<file path="config.mk">
export PLATFORM = sky130hd
export DESIGN_NAME = layer2_mac
export DESIGN_NICKNAME = d
export VERILOG_FILES = /design/src/rtl/l2_pkg.sv /design/src/rtl/q88_saturate.sv /design/src/rtl/layer2_mac.sv
export SDC_FILE = /design/constraint.sdc
export NUM_CORES = 1
export LEC_CHECK = 0
export CORE_MARGIN = 4
export CORE_UTILIZATION = 25
export DETAILED_ROUTE_END_ITERATION = 7
export RECOVER_POWER = 25
export SYNTH_ARGS = -nofsm -noshare
export SYNTH_HDL_FRONTEND = slang
export SYNTH_HIERARCHICAL = 1
export SYNTH_SLANG_ARGS = --single-unit
</file>
<file path="constraint.sdc">
create_clock -name clk -period 8.2 [get_ports clk]
set_clock_uncertainty 0.15 [all_clocks]
set_input_delay 1.23 -clock clk [delete_from_list [all_inputs] [get_ports clk]]
set_output_delay 1.23 -clock clk [all_outputs]
set_load 0.02 [all_outputs]
</file>
<file path="src/rtl/l2_pkg.sv">
// Shared definitions for the output-layer MAC: number format, saturation
// limits and the controller state encoding.
package l2_pkg;

  localparam int DATA_W        = 16;
  localparam int FRAC_BITS     = 8;
  localparam int ACC_W_DEFAULT = 40;
  localparam int PROD_W        = 2 * DATA_W;

  localparam logic [DATA_W-1:0] SAT_MAX = 16'h7FFF;
  localparam logic [DATA_W-1:0] SAT_MIN = 16'h8000;

  typedef enum logic [2:0] {
    IDLE,
    ISSUE,
    DRAIN1,
    DRAIN2,
    DRAIN3,
    EMIT,
    DONE
  } l2_state_t;

endpackage

</file>
<file path="src/rtl/q88_saturate.sv">
// Converts a wide Q.16 accumulator back to Q8.8: arithmetic shift right by
// FRAC_BITS (rounds toward -inf), then clamps into the signed 16-bit range.
module q88_saturate
  import l2_pkg::*;
#(
  parameter int ACC_W = ACC_W_DEFAULT
) (
  input  logic signed [ACC_W-1:0]  acc,
  output logic        [DATA_W-1:0] q
);

  logic signed [ACC_W-1:0]      shifted;
  logic        [ACC_W-DATA_W:0] hi_bits;
  logic                         in_range;

  // The value fits in 16 bits when every bit from the sign bit of the 16-bit
  // result upward is a copy of the same sign.
  always_comb begin
    shifted  = acc >>> FRAC_BITS;
    hi_bits  = shifted[ACC_W-1:DATA_W-1];
    in_range = (&hi_bits) | (~|hi_bits);
    if (in_range) begin
      q = shifted[DATA_W-1:0];
    end else if (shifted[ACC_W-1]) begin
      q = SAT_MIN;
    end else begin
      q = SAT_MAX;
    end
  end

endmodule

</file>
<file path="src/rtl/layer2_mac.sv">
// Output-layer multiply-accumulate: for each output neuron, streams the
// hidden activation row and the matching weight row, accumulates the Q8.8
// dot product and emits one saturated result per neuron.
module layer2_mac
  import l2_pkg::*;
#(
  parameter int N_IN    = 16,
  parameter int N_OUT   = 10,
  parameter int ACT_ROW = 0,
  parameter int ACC_W   = ACC_W_DEFAULT
) (
  input  logic              clk,
  input  logic              reset,
  input  logic              start,
  output logic              busy,
  output logic [3:0]        gs_row,
  output logic [3:0]        gs_col,
  input  logic [DATA_W-1:0] gs_rdata,
  output logic [3:0]        w2_addr,
  input  logic [DATA_W-1:0] w2_q,
  output logic              weight2_loadNextRow,
  output logic [DATA_W-1:0] m2result,
  output logic              m2_valid,
  output logic [3:0]        m2_idx,
  output logic              done
);

  localparam logic [3:0] I_LAST = 4'(N_IN - 1);
  localparam logic [3:0] J_LAST = 4'(N_OUT - 1);

  l2_state_t state_reg, state_next;
  logic [3:0] i_reg, i_next;
  logic [3:0] j_reg, j_next;
  logic       acc_clr;

  logic                     issue_d1_reg;
  logic                     prod_vld_reg;
  logic signed [PROD_W-1:0] prod_reg;
  logic signed [ACC_W-1:0]  acc_reg;
  logic        [DATA_W-1:0] sat_q;

  logic [3:0]        gs_row_reg, gs_col_reg, w2_addr_reg, m2_idx_reg;
  logic              busy_reg, m2_valid_reg, load_next_reg, done_reg;
  logic [DATA_W-1:0] m2result_reg;

  // State, address counter and neuron counter registers.
  always_ff @(posedge clk) begin
    if (!reset) begin
      state_reg <= IDLE;
      i_reg     <= '0;
      j_reg     <= '0;
    end else begin
      state_reg <= state_next;
      i_reg     <= i_next;
      j_reg     <= j_next;
    end
  end

  // Next-state logic; counters stop at their last value instead of wrapping.
  always_comb begin
    state_next = state_reg;
    i_next     = i_reg;
    j_next     = j_reg;
    acc_clr    = 1'b0;
    case (state_reg)
      IDLE: begin
        if (start) begin
          state_next = ISSUE;
          i_next     = '0;
          j_next     = '0;
          acc_clr    = 1'b1;
        end
      end
      ISSUE: begin
        if (i_reg == I_LAST) begin
          state_next = DRAIN1;
          i_next     = '0;
        end else begin
          i_next = i_reg + 4'd1;
        end
      end
      DRAIN1: state_next = DRAIN2;
      DRAIN2: state_next = DRAIN3;
      DRAIN3: state_next = EMIT;
      EMIT: begin
        if (j_reg < J_LAST) begin
          state_next = ISSUE;
          j_next     = j_reg + 4'd1;
          i_next     = '0;
          acc_clr    = 1'b1;
        end else begin
          state_next = DONE;
        end
      end
      DONE: begin
        state_next = IDLE;
        j_next     = '0;
      end
      default: state_next = IDLE;
    endcase
  end

  // Two-stage datapath: SRAM data arrives the cycle after its address, is
  // multiplied into prod_reg, then added into the accumulator a cycle later.
  always_ff @(posedge clk) begin
    if (!reset) begin
      issue_d1_reg <= 1'b0;
      prod_vld_reg <= 1'b0;
      prod_reg     <= '0;
      acc_reg      <= '0;
    end else begin
      issue_d1_reg <= (state_reg == ISSUE);
      prod_vld_reg <= issue_d1_reg;
      if (issue_d1_reg) begin
        prod_reg <= $signed(gs_rdata) * $signed(w2_q);
      end
      if (acc_clr) begin
        acc_reg <= '0;
      end else if (prod_vld_reg) begin
        acc_reg <= acc_reg + {{(ACC_W-PROD_W){prod_reg[PROD_W-1]}}, prod_reg};
      end
    end
  end

  q88_saturate #(.ACC_W(ACC_W)) u_sat (
    .acc (acc_reg),
    .q   (sat_q)
  );

  // Outputs are registered from the next-state view so each pulse lines up
  // with the state it belongs to.
  always_ff @(posedge clk) begin
    if (!reset) begin
      gs_row_reg    <= '0;
      gs_col_reg    <= '0;
      w2_addr_reg   <= '0;
      busy_reg      <= 1'b0;
      m2_valid_reg  <= 1'b0;
      load_next_reg <= 1'b0;
      done_reg      <= 1'b0;
      m2_idx_reg    <= '0;
      m2result_reg  <= '0;
    end else begin
      gs_row_reg    <= (state_next == ISSUE) ? 4'(ACT_ROW) : 4'd0;
      gs_col_reg    <= (state_next == ISSUE) ? i_next : 4'd0;
      w2_addr_reg   <= (state_next == ISSUE) ? i_next : 4'd0;
      busy_reg      <= (state_next != IDLE);
      m2_valid_reg  <= (state_next == EMIT);
      load_next_reg <= (state_next == EMIT);
      done_reg      <= (state_next == DONE);
      if (state_next == EMIT) begin
        m2_idx_reg <= j_reg;
      end
      if (state_reg == DRAIN3) begin
        m2result_reg <= sat_q;
      end
    end
  end

  assign gs_row              = gs_row_reg;
  assign gs_col              = gs_col_reg;
  assign w2_addr             = w2_addr_reg;
  assign busy                = busy_reg;
  assign m2_valid            = m2_valid_reg;
  assign weight2_loadNextRow = load_next_reg;
  assign done                = done_reg;
  assign m2_idx              = m2_idx_reg;
  assign m2result            = m2result_reg;

endmodule

</file>
After elaboration in Yosys (flattened, before gate mapping):

Index checks and enable logic that the tools add are counted.
Widths: inputs -> output; s select.

* memories kept: 0
* logic and storage cells: 57
* bits in latches: 0
* bits in writable memories: 0
* memory bits (read-only): 0
* register bits after elaboration: 112

* divide/modulo/power cells: 0
* add/sub/neg operators: 3
* $lt $le $gt $ge: 1
* equality and inequality tests: 12
* multipliers: 1
* reductions and logical operators: 9
* muxes and demuxes: 16
* bitwise logic cells: 2
* shifts and indexed selects: 0

Operators with widths (number)
* $add 40x40->40: 1
* $mul 16x16->32: 1
* $mux 16: 2
* $pmux 4 s3: 2
* $mux 4: 5
* $pmux 3 s6: 1
* $reduce_and 17->1: 1
* $reduce_or 17->1: 1
* $eq 3x3->1 const B: 5
* $mux 3: 3
* $add 4x1->4 const B: 2
* $eq 3x1->1 const B: 2
* $eq 3x2->1 const B: 2
* $reduce_bool 3->1: 2
* $eq 4x4->1 const B: 1
* $lt 4x4->1 const B: 1
* $ne 2x2->1 const B: 2
* $logic_not 3->1: 1
* $reduce_and 3->1: 1
* $mux 1: 2
* $pmux 1 s2: 1
* $reduce_and 2->1: 1
* $reduce_or 2->1: 1
* $logic_not 1->1: 1
* 2 further kinds: 2

Logic depth before layout (Yosys ltp):

Gate-level depths: netlist of the first run.

* depth after elaboration: 5
* mapped depth: 25
* mapped depth without buffers: 24

Hierarchy:

Netlist of the first run, hierarchy kept.

Modules (own cells, without submodules)
* layer2_mac: cells each 1822, area each 16091.7 um^2, instances 1
* q88_saturate: cells each 33, area each 244.0 um^2, instances 1

Worst setup path after synthesis of the first run:

Ideal clock, no wire load.

* path kind: in2reg
* start point: in gs_rdata[15]
* end point: reg prod_reg[31]
* arrival: 6.829 ns
* path slack: 1.104 ns
* data required time: 7.933 ns
* path buffers: 1
* setup time: 0.117 ns
* cell stages on the path: 19
* cell sequence: clkbuf_1 > nand2_1 > inv_1 > fa_1 > fa_1 > fa_1 > fa_1 > fa_1 > inv_1 > fa_1 > inv_1 > ha_1 > nand3_1 > or4_1 > o21bai_1 > a21oi_1 > o211ai_1 > a21o_1 > a32o_1

* cells in the longest elaborated chain, start to end: 1

RTL lines
* start: declaration: line layer2_mac.sv:18 `input logic [DATA_W-1:0] gs_rdata,`
* $mul 16x16->32: line layer2_mac.sv:115 `prod_reg <= $signed(gs_rdata) * $signed(w2_q);`
* end signal: assignment: line layer2_mac.sv:115
* end: declaration: line layer2_mac.sv:38 `logic signed [PROD_W-1:0] prod_reg;`

No other way between the ends.
A chain may end at the register's enable or synchronous reset.

Worst setup path in the final report of the first run:

* start point: in w2_q[1]
* end point: reg prod_reg[31]

* cells in the longest elaborated chain, start to end: 1

RTL lines
* start: declaration: line layer2_mac.sv:20 `input logic [DATA_W-1:0] w2_q,`
* $mul 16x16->32: line layer2_mac.sv:115

No other way between the ends.

==> results of run 1 <==
## cell families (layout without fill, tap and decap cells)
group / count (synthesis) / after routing
AOI/OAI and AO/OA: 292 / 292
xor gates and xnor gates: 58 / 58
adders and majority gates: 387 / 387
buffers and inverters: 399 / 434
DFF: 112 / 112
muxes: 41 / 41
other: 1 / 4
and+or+nand+nor: 565 / 565
## critical path: cells and delay by family
kind | cells | cell delay, ns
simple gates | 3 | 0.87
fa+ha+maj | 7 | 3.61
compound gates | 5 | 1.11
buf+inv | 6 | 0.99
## area by class of cell
type,instances,area [um^2]
Sequential cell,112,2240
Clock inverter,7,72.6
Clock buffer,9,225
Inverter,324,1220
Tap cell,855,1070
Fill cell,6801,46300
Timing Repair Buffer,94,875
Multi-Input combinational cell,1347,12600
## per-layer routing
layer,up-vias,track usage (%)
met5,-,0
li1,5962,-
met1,6213,15.1
met3,49,1.36
met4,0,2.60
met2,217,21.1
## per-stage QoR
stage / cells / total power (W) / area (um^2) / util, % / hold WS (ns)
after floorplan: 1858 / 0.00610 / 16300 / - / 0.294
after global placement: 2732 / 0.00746 / 18000 / 27.8 / 0.309
after detailed placement: 2732 / 0.00757 / 18000 / 27.8 / 0.310
after CTS: 2748 / 0.00809 / 18300 / 28.3 / 0.323
after global routing: 2748 / 0.00916 / 18300 / 28.3 / 0.354
final: 2748 / 0.00795 / 18300 / 28.3 / 0.322
## cell usage after synthesis (14+ instances only)
library cell	instances	share of area, %
nor2_1	85	2.0
inv_1	324	7.4
and2_1	130	5.0
a211oi_1	16	0.74
fa_1	263	32
a21oi_1	56	1.7
xor2_1	20	1.1
nor3_1	14	0.43
nand3_1	21	0.64
xnor2_1	38	2.0
a21o_1	42	1.9
o21ai_0	33	1.0
clkbuf_1	60	1.4
nor2b_1	32	1.2
nand2_1	224	5.1
a21boi_0	22	1.0
mux2i_1	40	2.5
o21ai_1	19	0.58
dfxtp_1	112	14
ha_1	124	9.5
## report_power, final
part	leakage [nW]	switching, W	total (W)	internal (W)
Sequential	0.908	0.0000268	0.000612	0.000585
Combinational	7.41	0.00389	0.00688	0.00299
Clock	0.143	0.000239	0.000456	0.000217
Total	8.46	0.00416	0.00795	0.00379
## worst max path at each step
stage / startpoint / to / slack (ns) / depth (start not counted)
after floorplan: gs_rdata[15] / prod_reg[31] / 1.10 / 19
after detailed placement: w2_q[1] / prod_reg[31] / 0.13 / 21
after global placement: w2_q[1] / prod_reg[31] / 0.22 / 21
after CTS: w2_q[1] / prod_reg[31] / 0.49 / 21
final: w2_q[1] / prod_reg[31] / 0.47 / 21
after global routing: w2_q[1] / prod_reg[31] / 0.14 / 23
==> summary.txt, run 1 <==
Max clock buf depth: 2
setup tns final: 0 ns
Clk Latency, worst-skew pair: 0.36 ns
gr ovfl total: 0
Post-Synth Adder-Cell Area: 41.7%
Detail Route Antenna Nets: 0
Tcrit/Tclk final: 94.2%
largest family of logic cells by synthesized area: adder cells
r2r startpoint: acc_reg[0]
vias: 12,400
status: finished with violations
core area: 64,600 um^2
crit path max fanout: 8
Worst slew margin: -93.0%
worst min-delay path startpoint: m2result[6]
fraction of registers with async set/reset: 0%
Tmin final: 7.73 ns
drt drc: 0
Post-Syn Area: 16,300 um^2
Mapped Avg Cell Area: 8.81 um^2
Reg-to-Reg End: acc_reg[32]
CP Class: in2reg
Diodes inserted: 0
Yosys Warn Count: 6
Worst VDD drop: 0.000693 V
die area: 69,500 um^2
CTS tree: built
startpoint types: input pin
area grow syn2layout: 11.9%
Max Fclk: 129 MHz
Port Buf Inserts: 66
vias in the first global route: 13,800
Final Hold Vio Count: 0
Worst Path Required: 8.29 ns
crit path cell chain: clkdlybuf4s50_1 > nand2_1 > inv_1 > fa_1 > inv_1 > fa_1 > inv_1 > fa_1 > inv_1 > fa_1 > fa_1 > fa_1 > inv_1 > ha_1 > nand3_1 > or4_1 > o21bai_1 > a21oi_1 > o211ai_1 > a21o_1 > a32o_1
Min-Delay Endpoint: m2result[6]
failing checks: capacitance limit, slew limit
First-pass DRT Iterations: 5
largest net degree at the start of global routing: 76
mux contribution to synthesized area: 2.52%
share of cells above drive strength 1: 3.86%
Hold Crit Depth: 2
crit path DAT: 7.82 ns
Chip Height: 264 um
DR iter-0 viols: 500
Post-CTS Setup Inserts: 0
CTS Sinks: 112
Synth Area in Compound Gates: 12.6%
WL met1: 17,500 um
max reg flops: 40
pre-CTS setup slack: 0.128 ns
#FFs+latches synth: 112
hpwl dp: 32,000 um
highest metal used: met4
Final Setup Violations: 0
xor and xnor area share after synthesis: 3.11%
simple-gate area share of the yosys netlist: 16.9%
DR vias/cell: 4.53
most frequent CP cell: fa_1
FF-to-FF path depth: 12
Total Routing Usage GR: 11.7%
CP Capture Type: register
most frequent cells in the layout: inv_1 (324), fa_1 (263), nand2_1 (224)
Starting Density: 25.3%
post_cts resized: 0
total CTS buffers: 9
Final WS setup: 0.473 ns
number of nets in the layout: 2,310
Worst-Margin Slew: 2.90 ns
slowest stage cell, crit path: fa_1
unrepaired setup endpoints after global routing: false
met3 wire length: 1150 um
Reg2Reg Setup Slack: 4.85 ns
Post-synth EDFFs: 0
Most used DFF post-synth: dfxtp_1
sequential area share after synthesis: 13.7%
FP Rows: 93
WL final: 38,800 um
most common cell after layout, fill and taps aside: inv_1
I/O pin count: 71
Wirelength per Cell: 14.1 um
hold crit path type: reg2reg
Met2 Wirelength: 19,500 um
Final Max Slew Viols: 76
Pwr Density: 435 nW/um^2
Cell variety after synth: 83
Placer Congestion: 0.863
slowest stage delay, CP: 0.73 ns
H-tree Lvls: 3
Cells after Synth: 1,855
CTS Root Cell: clkbuf_16
max-cap viol count: 1
antenna violations before repair: 0
Hold Buf Count CTS: 0
leakage power: 8.46 nW
first-pass GRT wire length: 68,600 um
Reg clk slew, reported paths: 0.08 ns
chip width: 264 um
No activity file was read; power rests on OpenSTA's default activity.
==> inputs of run 2 (changes only) <==
==> constraint.sdc (replaced) <==
create_clock -name clk -period 8.4 [get_ports clk]
set_clock_uncertainty 0.15 [all_clocks]
set_input_delay 1.26 -clock clk [delete_from_list [all_inputs] [get_ports clk]]
set_output_delay 1.26 -clock clk [all_outputs]
set_load 0.02 [all_outputs]
==> run 2 against run 1 <==
The run still ends with capacitance limit, slew limit left. Worst hold slack hardly changed. Routed wire length is 0.83% higher. Flip-flop and latch count stayed put.
==> summary.txt, run 2 (same netlist as run 1, synthesis figures left out) <==
FP Rows: 93 (unchanged)
Tcrit/Tclk final: 92.2%
Final Setup Violations: 0 (unchanged)
Final WS setup: 0.655 ns (+0.181 ns)
gr ovfl total: 0 (unchanged)
Chip Height: 264 um (unchanged)
crit path max fanout: 11 (+3)
total CTS buffers: 9 (unchanged)
Hold Crit Depth: 2 (unchanged)
startpoint types: input pin
most common cell after layout, fill and taps aside: inv_1
CTS tree: built
post_cts resized: 0 (unchanged)
Final Max Slew Viols: 76 (unchanged)
Final Hold Vio Count: 0 (unchanged)
DR iter-0 viols: 535 (+7.0%)
core area: 64,600 um^2 (unchanged)
Worst-Margin Slew: 2.88 ns (-0.0114 ns)
Worst slew margin: -92.3% (+0.76 points)
vias: 12,400 (-0.33%)
I/O pin count: 71 (unchanged)
CTS Sinks: 112 (unchanged)
First-pass DRT Iterations: 5 (unchanged)
max-cap viol count: 1 (unchanged)
Total Routing Usage GR: 11.7% (-0.032 points)
share of cells above drive strength 1: 3.55% (-0.31 points)
status: finished with violations
H-tree Lvls: 3 (unchanged)
Hold Buf Count CTS: 0 (unchanged)
Diodes inserted: 0 (unchanged)
r2r startpoint: prod_reg[0]
CTS Root Cell: clkbuf_16
Tmin final: 7.75 ns
Wirelength per Cell: 14.3 um (+1.0%)
Reg-to-Reg End: acc_reg[32]
die area: 69,500 um^2 (unchanged)
antenna violations before repair: 0 (unchanged)
FF-to-FF path depth: 12 (unchanged)
max reg flops: 40 (unchanged)
pre-CTS setup slack: 0.350 ns (+0.222 ns)
CP Class: in2reg
area grow syn2layout: 11.7%
Reg clk slew, reported paths: 0.09 ns (about the same)
setup tns final: 0 ns (unchanged)
vias in the first global route: 13,500 (-2.3%)
crit path DAT: 7.84 ns (+0.02 ns)
Port Buf Inserts: 66 (unchanged)
Min-Delay Endpoint: m2result[2]
Detail Route Antenna Nets: 0 (unchanged)
Max Fclk: 129 MHz
Fillers: 6,820 (+0.28%)
first-pass GRT wire length: 68,000 um (-0.85%)
drt drc: 0 (unchanged)
CP Capture Type: register
chip width: 264 um (unchanged)
largest net degree at the start of global routing: 76 (unchanged)
hpwl dp: 32,300 um (+0.87%)
Starting Density: 25.3% (unchanged)
Worst Path Required: 8.50 ns (+0.21 ns)
number of nets in the layout: 2,304 (-0.26%)
worst min-delay path startpoint: m2result[2]
Placer Congestion: 0.850 (-1.5%)
unrepaired setup endpoints after global routing: false
hold crit path type: reg2reg
WL final: 39,200 um (+0.83%)
hold slack: 0.322 ns (+0.000137 ns)
failing checks: capacitance limit, slew limit
Reg2Reg Setup Slack: 5.11 ns (+0.26 ns)
Max clock buf depth: 2 (unchanged)
DR vias/cell: 4.52 (-0.11%)
Post-CTS Setup Inserts: 0 (unchanged)
most frequent cells in the layout: inv_1 (324), fa_1 (263), nand2_1 (224)
Clk Latency, worst-skew pair: 0.37 ns (about the same)
## run 2: cell count changes in the layout (fill, tap and decap cells not counted), sizes merged
| cell | change |
|---|---|
| clkinvlp | -1 |
| inv | -1 |
| buf | -6 |
| bufinv | +1 |
| clkinv | +1 |
## run 2: layer usage
metal	share of wire [%]	up-vias	track usage (%)	wire (um)
met2	51	202	21.3	19900
li1	-	5952	-	-
met1	44	6221	15.0	17400
met5	0	-	0	0
met4	1.2	0	2.08	471
met3	3.5	25	1.63	1360
## run 2: worst max-delay path by stage
stage	start	end	depth (start not counted)	slack, ns
2_1_floorplan	gs_rdata[15]	prod_reg[31]	19	1.27
3_3_place_gp	w2_q[3]	prod_reg[31]	20	0.46
3_5_place_dp	w2_q[3]	prod_reg[31]	20	0.35
4_1_cts	w2_q[3]	prod_reg[31]	20	0.72
5_1_grt	w2_q[2]	prod_reg[31]	21	0.44
6_report	w2_q[2]	prod_reg[31]	21	0.65
## run 2: through the flow
step,std cells,area (um^2),util (%)
6_report,2742,18200,28.3
5_1_grt,2742,18200,28.3
4_1_cts,2742,18300,28.3
3_5_place_dp,2726,17900,27.8
3_3_place_gp,2726,17900,27.8
2_1_floorplan,1858,16300,-
## run 2: layout make-up
cell class | instances | area [um^2] | share of cell area [%]
tap | 855 | 1070 | 5.86
timing repair buffer | 88 | 817 | 4.48
clock inverter | 7 | 100 | 0.549
clock buffer | 9 | 225 | 1.23
sequential | 112 | 2240 | 12.3
inverter | 324 | 1220 | 6.67
multi-input combinational | 1347 | 12600 | 68.9
## run 2: worst max-delay path: stages
cell	delay, ns
clkdlybuf4s50_1	0.83
nand2_1	0.17
inv_1	0.12
fa_1	0.45
buf_4	0.18
fa_1	0.52
buf_4	0.19
fa_1	0.45
fa_1	0.50
fa_1	0.48
inv_1	0.05
fa_1	0.47
inv_1	0.04
ha_1	0.35
nand3_1	0.12
or4_1	0.52
o21bai_1	0.23
a21oi_1	0.28
o211ai_1	0.16
a21o_1	0.20
a32o_1	0.24
Power of run 2 is left out: the tool's default activity adds up to more than one toggle a clock period on the data nets, which glitch-free logic cannot reach.
==> inputs of run 3 (changes only) <==
--- a/config.mk
+++ b/config.mk
@@ -6,7 +6,7 @@
 export NUM_CORES = 1
 export LEC_CHECK = 0
 export CORE_MARGIN = 4
-export CORE_UTILIZATION = 25
+export CORE_UTILIZATION = 33
 export DETAILED_ROUTE_END_ITERATION = 7
 export RECOVER_POWER = 25
 export SYNTH_ARGS = -nofsm -noshare
==> run 3 against run 2 <==
The run still ends with capacitance limit, slew limit left. First-iteration DRC count up 15%. Core utilization up 8.4 points. Via count up 0.44%. Non-clock buffer count up 2. Count of clock-buffer cells in the layout up 2. Setup slack better by 0.036 ns. Cell count down 6.9%. Register-to-register slack about the same. Die area down 24%. Routed wire length down 2.5%. Global-route usage up 3.3 points. Critical path depth down 1. Critical path type unchanged. Highest routed layer unchanged.
==> summary.txt, run 3 (same netlist as run 1, synthesis figures left out) <==
Placer Congestion: 0.873 (+2.8%)
max-cap viol count: 1 (unchanged)
Worst-Margin Slew: 2.94 ns (+0.0558 ns)
area grow syn2layout: 9.95%
Post-CTS Setup Inserts: 0 (unchanged)
startpoint types: input pin
failing checks: capacitance limit, slew limit
Max Fclk: 130 MHz (+0.47%)
most common cell after layout, fill and taps aside: inv_1
Tmin final: 7.71 ns (-0.0359 ns)
crit path max fanout: 10 (-1)
CTS Sinks: 112 (unchanged)
drt drc: 0 (unchanged)
hpwl dp: 31,100 um (-3.8%)
post_cts resized: 0 (unchanged)
I/O pin count: 71 (unchanged)
status: finished with violations
gr ovfl total: 0 (unchanged)
H-tree Lvls: 3 (unchanged)
vias: 12,500 (+0.44%)
Tcrit/Tclk final: 91.8% (-0.43 points)
Hold Buf Count CTS: 0 (unchanged)
DR iter-0 viols: 615 (+15%)
First-pass DRT Iterations: 5 (unchanged)
Reg clk slew, reported paths: 0.08 ns (about the same)
Wirelength per Cell: 15.0 um (+4.7%)
Final Max Slew Viols: 76 (unchanged)
Final Setup Violations: 0 (unchanged)
crit path DAT: 7.79 ns (-0.05 ns)
vias in the first global route: 13,500 (+0.30%)
Clk Latency, worst-skew pair: 0.36 ns (about the same)
max reg flops: 40 (unchanged)
Detail Route Antenna Nets: 0 (unchanged)
CTS tree: built
antenna violations before repair: 0 (unchanged)
setup tns final: 0 ns (unchanged)
chip width: 230 um (-13%)
pre-CTS setup slack: 0.444 ns (+0.0935 ns)
share of cells above drive strength 1: 3.50% (-0.055 points)
Worst slew margin: -96.0% (-3.7 points)
CP Class: in2reg
Diodes inserted: 0 (unchanged)
WL final: 38,200 um (-2.5%)
most frequent cells in the layout: inv_1 (324), fa_1 (263), nand2_1 (224)
DR vias/cell: 4.88 (+7.9%)
first-pass GRT wire length: 66,200 um (-2.6%)
Starting Density: 33.4% (+8.1 points)
hold crit path type: reg2reg
Worst Path Required: 8.49 ns (about the same)
Chip Height: 230 um (-13%)
Port Buf Inserts: 66 (unchanged)
FP Rows: 81 (-13%)
total CTS buffers: 9 (unchanged)
die area: 53,100 um^2 (-24%)
CTS Root Cell: clkbuf_16
Final WS setup: 0.691 ns (+0.0359 ns)
number of nets in the layout: 2,306 (+0.087%)
Final Hold Vio Count: 0 (unchanged)
largest net degree at the start of global routing: 76 (unchanged)
unrepaired setup endpoints after global routing: false
Max clock buf depth: 2 (unchanged)
CP Capture Type: register
core area: 49,000 um^2 (-24%)
Total Routing Usage GR: 15.0% (+3.3 points)
==> run 3: critical path, stage by stage <==
cell and delay [ns]:
clkdlybuf4s50_1 0.82, nand2_1 0.24, fa_1 0.54, inv_1 0.08
fa_1 0.55, buf_4 0.19, fa_1 0.45, fa_1 0.50
fa_1 0.49, inv_1 0.05, fa_1 0.47, inv_1 0.04
ha_1 0.35, nand3_1 0.13, or4_1 0.52, o21bai_1 0.23
a21oi_1 0.28, o211ai_1 0.16, a21o_1 0.20, a32o_1 0.23
==> run 3: area by class of cell <==
class / instances / area, um^2
clock buffers: 11 / 233
clock inverters: 4 / 31.3
fillers: 5014 / 31000
inverters: 324 / 1220
multi-input cells: 1347 / 12600
flip-flops and latches: 112 / 2240
well taps: 664 / 831
repair buffers: 90 / 832
==> run 3: through the flow <==
stage                     instances  hold slack [ns]  instance area [um^2]  utilization [%]
after floorplan                1858            0.294                 16300                -
after global placement         2537            0.313                 17700             36.2
after detailed placement       2537            0.311                 17700             36.2
after CTS                      2552            0.324                 18000             36.7
after global routing           2552            0.354                 18000             36.7
final                          2552            0.321                 18000             36.7
==> run 3: path summary, 6_finish.rpt <==
check | end | slack [ns] | startpoint | depth (start not counted)
setup reg to reg | acc_reg[32] | 5.11 | prod_reg[0] | 12
setup / recovery | prod_reg[31] | 0.69 | w2_q[4] | 20
hold / removal | m2result[15] | 0.32 | m2result[15] | 2
hold reg to reg | m2result[15] | 0.32 | m2result[15] | 2
==> run 3: routing by layer <==
| metal | track usage, % | vias up | part of all wire, % |
|---|---|---|---|
| li1 | - | 5943 | - |
| met1 | 18.6 | 6247 | 43 |
| met2 | 27.5 | 205 | 51 |
| met3 | 2.04 | 60 | 3.5 |
| met4 | 3.72 | 0 | 2.5 |
| met5 | 0 | - | 0 |
Power of run 3 is left out for the same reason.
